**src/rtl/tow_pkg.sv**
```systemverilog
// tow_pkg: shared encodings for the tug-of-war arbiter and master controller
package tow_pkg;
  localparam logic [1:0] ARM_WAIT = 2'd0;
  localparam logic [1:0] ARMED    = 2'd1;
  localparam logic [1:0] HOLD     = 2'd2;
  localparam logic [1:0] OVER     = 2'd3;
  localparam logic PLAYER_A = 1'b0;
  localparam logic PLAYER_B = 1'b1;
  localparam logic [1:0] MC_CLEAR = 2'd0;
  localparam logic [1:0] MC_DARK  = 2'd1;
  localparam logic [1:0] MC_PLAY  = 2'd2;
  localparam logic [1:0] MC_SHOW  = 2'd3;
  typedef enum logic [1:0] {LED_NONE, LED_ALLON, LED_SCORE, LED_RESETLED} led_mode_t;
  function automatic logic mc_is_play(input logic [1:0] mc_state);
    return mc_state == MC_PLAY;
  endfunction
endpackage

```
**src/rtl/tow_rise_det.sv**
```systemverilog
// tow_rise_det: one-bit rising-edge detector with a registered history bit
module tow_rise_det (
  input  logic clk,
  input  logic rst,
  input  logic d,
  output logic rise
);
  logic d_q;
  assign rise = d & ~d_q;
  // history bit follows the input every cycle regardless of arbiter state
  always_ff @(posedge clk) begin
    if (rst) d_q <= 1'b0;
    else d_q <= d;
  end
endmodule

```
**src/rtl/tow_press_arbiter.sv**
```systemverilog
// tow_press_arbiter: decides each round winner and keeps rope position and match result
module tow_press_arbiter
  import tow_pkg::*;
#(
  parameter int POS_W   = 4,
  parameter int POS_MAX = 8
) (
  input  logic             clk,
  input  logic             rst,
  input  logic             pa,
  input  logic             pb,
  input  logic             play,
  input  logic             clear,
  output logic             winrnd,
  output logic             winner,
  output logic             foul,
  output logic [POS_W-1:0] position,
  output logic             game_over,
  output logic             champion
);
  localparam logic [POS_W-1:0] POS_TOP   = POS_W'(POS_MAX);
  localparam logic [POS_W-1:0] POS_START = POS_W'(POS_MAX / 2);
  logic ra, rb;
  logic [1:0] state_q, state_d;
  logic prio_q, prio_d, winrnd_q, winrnd_d, winner_q, winner_d, foul_q, foul_d;
  logic game_over_q, game_over_d, champion_q, champion_d;
  logic [POS_W-1:0] position_q, position_d, pos_next;
  logic decide, win, end_m;
  tow_rise_det u_rise_a (.clk(clk), .rst(rst), .d(pa), .rise(ra));
  tow_rise_det u_rise_b (.clk(clk), .rst(rst), .d(pb), .rise(rb));
  // a foul hands the round to the opponent; a double foul decides nothing
  always_comb begin
    decide      = state_q == ARMED && !clear && (play ? (ra | rb) : (ra ^ rb));
    win         = play ? ((ra & rb) ? prio_q : rb) : ra;
    pos_next    = win ? position_q - POS_W'(1) : position_q + POS_W'(1);
    end_m       = decide && (pos_next == POS_TOP || pos_next == '0);
    winrnd_d    = decide;
    winner_d    = decide ? win : winner_q;
    foul_d      = decide ? !play : foul_q;
    position_d  = decide ? pos_next : position_q;
    prio_d      = (decide && play && ra && rb) ? ~prio_q : prio_q;
    game_over_d = game_over_q | end_m;
    champion_d  = end_m ? win : champion_q;
    state_d     = state_q == ARM_WAIT ? (clear ? ARM_WAIT : ARMED)
                : state_q == ARMED    ? (end_m ? OVER : decide ? HOLD : clear ? ARM_WAIT : ARMED)
                : state_q == HOLD     ? (clear ? ARM_WAIT : HOLD)
                : OVER;
  end
  // register round result, score and FSM state
  always_ff @(posedge clk) begin
    if (rst) begin
      state_q     <= ARM_WAIT;
      prio_q      <= PLAYER_A;
      winrnd_q    <= 1'b0;
      winner_q    <= PLAYER_A;
      foul_q      <= 1'b0;
      position_q  <= POS_START;
      game_over_q <= 1'b0;
      champion_q  <= PLAYER_A;
    end else begin
      state_q     <= state_d;
      prio_q      <= prio_d;
      winrnd_q    <= winrnd_d;
      winner_q    <= winner_d;
      foul_q      <= foul_d;
      position_q  <= position_d;
      game_over_q <= game_over_d;
      champion_q  <= champion_d;
    end
  end
  assign winrnd    = winrnd_q;
  assign winner    = winner_q;
  assign foul      = foul_q;
  assign position  = position_q;
  assign game_over = game_over_q;
  assign champion  = champion_q;
endmodule

```
**config.mk**
```make
export PLATFORM = sky130hd
export DESIGN_NAME = tow_press_arbiter
export DESIGN_NICKNAME = d
export VERILOG_FILES = /design/src/rtl/tow_pkg.sv /design/src/rtl/tow_rise_det.sv /design/src/rtl/tow_press_arbiter.sv
export SDC_FILE = /design/constraint.sdc
export NUM_CORES = 1
export LEC_CHECK = 0
export CAP_MARGIN = 25
export CORE_ASPECT_RATIO = 1.1
export CORE_UTILIZATION = 43
export DETAILED_ROUTE_END_ITERATION = 8
export HOLD_SLACK_MARGIN = 0.02
export PLACE_DENSITY = 0.74
export SYNTH_ARGS = -nofsm -noshare
export SYNTH_HDL_FRONTEND = slang
export SYNTH_SLANG_ARGS = --single-unit
```
**constraint.sdc**
```tcl
create_clock -name clk -period 3.3 [get_ports clk]
set_input_delay 0.99 -clock clk [delete_from_list [all_inputs] [get_ports clk]]
set_output_delay 0.99 -clock clk [all_outputs]
set_load 0.01 [all_outputs]
```
==> impl_results.md <==
* First-pass GRT wire length at 1.97 mm
* Yosys top cell area share at 40.8%
* Largest stage delay on the critical path at between 300 and 400 ps
* CP max stage cell: fa_2
* GP Congestion at roughly 0.76
* Die width at 40.1 µm
* Final setup margin at 387 ps
* Die Ht at 43.9 µm
* Yosys top cell by area: dfxtp_1
* Area grow syn2layout at 43.2%
* Rows at 14
* Final min period at 2910 ps
* Initial antenna violation count at 0
* Final Hold Fails at 0
* Vias in the first global route at 507
* Starting Density at 47.8%
* Worst hold path class: reg -> reg
* Final period utilization at about nine tenths
* Gr usage total at around 17%
* Hold Path Depth at 2
* Clock root cell: clkbuf_4
* Die ar. at 0.00176 mm²
* Place WS at -243 ps
* Worst EP arrival at 3070 ps
* TritonCTS clock tree: built
* Synth cell types at 22
* FF-to-FF End: champion
* Clock skew at 1.57 ps
* 1st-iter DRT viols at 5
* Max cap viols at 0
* Worst-case reg-to-reg path depth at 11
* Clk pwr share at 33.7%
* ANT cells at 0
* PwrDens at 379 mW/mm²
* DRT antenna net count at 0
* Worst path cell trace: dlymetal6s2s_1 > nor2b_4 > ha_2 > mux2i_1 > mux2i_1 > buf_4 > fa_2 > xnor2_2 > nand2_1 > or2_1 > mux2i_1 > nor2_1
* Req. time, crit path at around 3500 ps
* Comb pwr share at 18.5%
* Least-Margin Pin Slew at 516 ps
* Sequential Power Share at 47.8%
* R2R Setup Slk at 930 ps
* CP dominant cell by count: mux2i_1
* Max Clk Rate at approximately 0.34 GHz
* Reg-to-Reg Start: u_rise_a.d_q
* Worst hold endpoint: game_over
* Worst Path Class, Setup: in -> reg
* Internal power at 0.282 mW
* Mapped Avg Cell Area at 9.67 µm²
* Synth area leaders: dfxtp_1 (41%), ha_1 (9.1%), mux2i_1 (7.3%), nor2_1 (6.6%), nor2b_1 (5.5%)
* Clk sinks at 14
* Synthesized instance count at 71
* Final HPWL DP at approximately 860 µm
* Max Slew Vio Count at 0
* Most common cell in the netlist: dfxtp_1
* DRC Markers at 0
* Sw Ratio at roughly a quarter
* CP Max Fanout at 4
* Maximum VDD drop at 0.273 mV
* Number of synthesized flops with an enable pin at 0
* Clock Path Buffers at 2
* Critical Path Source Type: primary input
* Register bit count reported by yosys at 14
* Outcome: finished clean
* Total power draw at 0.373 mW
* Syn nets at 83
* WL/cell at 11.1 µm
* Layout cell share with drive strength beyond 1 at 23.5%
* Via count at 556
* Clock latency on the worst-skew pair at 280 ps
* Clk pin slew, worst setup/hold paths at roughly 90 ps
* Endpoint class of the critical path: flip-flop
* Final setup fails at 0
* Drt pass-1 iters at 4
* Num ports at 15
* Synthesis Warnings at 0
* Port Buf Inserts at 14
* CTS H-tree lvls at 1
* Main synth FF type: dfxtp_1
* GR Overflow Total at 0
* Hold Buf Count CTS at 0
* Unrepaired setup endpoints after global routing: no
* Commonest cells in the synthesized netlist: dfxtp_1 (14), nor2_1 (12), a21oi_1 (6), nor2b_1 (6)
* Syn Std Cell Area at slightly below 700 µm²
* Switching pwr at 0.0912 mW
* Register area share after synthesis at 40.8%
* Finished Layout Cells at 114
* Slew Limit Headroom at between 60 and 70%
* CTS Buf Count at 3
* Largest net degree at the start of global routing at 16
* Nets@finish at 111
* Static leakage at around 0.47 nW
* Inst Count DP at 107
* Core area at roughly 0.0014 mm²
* Final wirelength at 1.27 mm
* # fillers at 119
* Min-delay src: game_over
* Post-synth ARST share at 0%
* Vias/cell at 4.88
[flip-flops by register name, indices dropped and copies added, names as in the netlist]
register      cells
position          4
u_rise_a.d_q      1
winner            1
u_rise_b.d_q      1
game_over         1
prio_q            1
foul              1
champion          1
state_q           2
winrnd            1
[per-layer routing]
layer  share of wire [%]  global-route usage [%]  vias to the layer above
met1                  48                    21.2                      249
met5                   0                       0                        -
met2                  45                    23.5                       13
li1                    -                       -                      290
met3                 4.7                    6.15                        4
met4                 2.5                    12.4                        0
[power by group through the flow]
stage | Clock (mW) | Sequential (mW) | Combinational, mW
floorplan | 0 | 0.182 | 0.0315
global placement | 0 | 0.181 | 0.0578
detailed placement | 0 | 0.182 | 0.0592
CTS | 0.128 | 0.178 | 0.0594
global route | 0.135 | 0.179 | 0.0759
finish | 0.126 | 0.178 | 0.0690
[metrics by stage]
stage / util (%) / hold WS, ps / TNS [ps] / instance area (µm²)
final: 68.5 / 452 / 0 / 983
after global placement: 62.1 / 436 / -627 / 892
after detailed placement: 62.1 / 444 / -743 / 892
after global routing: 68.5 / 491 / 0 / 983
after floorplan: - / 454 / 0 / 687
after CTS: 64.6 / 457 / 0 / 928
[critical path: cells and delay by family]
family,cells,cell delay (ps)
xor+xnor,1,190
simple gates,4,600
fa+ha+maj,2,560
mux,3,450
buf+inv,2,290
[kinds of logic after synthesis]
logic type	after synthesis	synth area share [%]
AND/OR/NAND/NOR	24	17.7
flip-flops	14	40.8
AO/OA/AOI/OAI	11	10.7
multiplexers	7	10.6
buffers and inverters	6	4.37
adder cells (fa/ha/maj)	6	12.0
XOR/XNOR	3	3.83
[cell usage in the layout (no fill, tap or decap), types with 2 or more instances in the layout]
cell             synthesis  routed
dfxtp_1                 14      14
nor2_1                  12      12
clkdlybuf4s50_1          0      12
buf_4                    0      11
a21oi_1                  6       6
mux2i_1                  5       5
inv_1                    4       4
nor2b_1                  6       4
ha_1                     5       4
clkbuf_4                 0       3
nor2b_4                  0       2
nand2_1                  2       2
mux2_2                   2       2
a211o_1                  2       2
dlymetal6s2s_1           0       2
[timing repair]
action | in CTS | in global routing
setup buffers | 0 | 3
resized for setup | 0 | 9
setup endpoints to repair | 0 | 4
[worst max path at each step]
stage               cells past startpoint     endpoint  from  slack (ps)
floorplan                              10  position[3]    pb         130
global placement                       12     champion    pb        -230
detailed placement                     12     champion    pa        -240
CTS                                    12     champion    pa          50
global route                           12     champion    pa         210
finish                                 12     champion    pa         390
[layout make-up]
class / instances / area [µm²] / share of cell area (%)
Multi-Input combinational cell: 51 / 404 / 41.1
Tap cell: 16 / 20.0 / 2.04
Sequential cell: 14 / 280 / 28.5
Inverter: 4 / 15.0 / 1.53
Timing Repair Buffer: 25 / 228 / 23.2
Clock buffer: 4 / 36.3 / 3.69
Note: power is estimated with default switching activity, not from simulation.
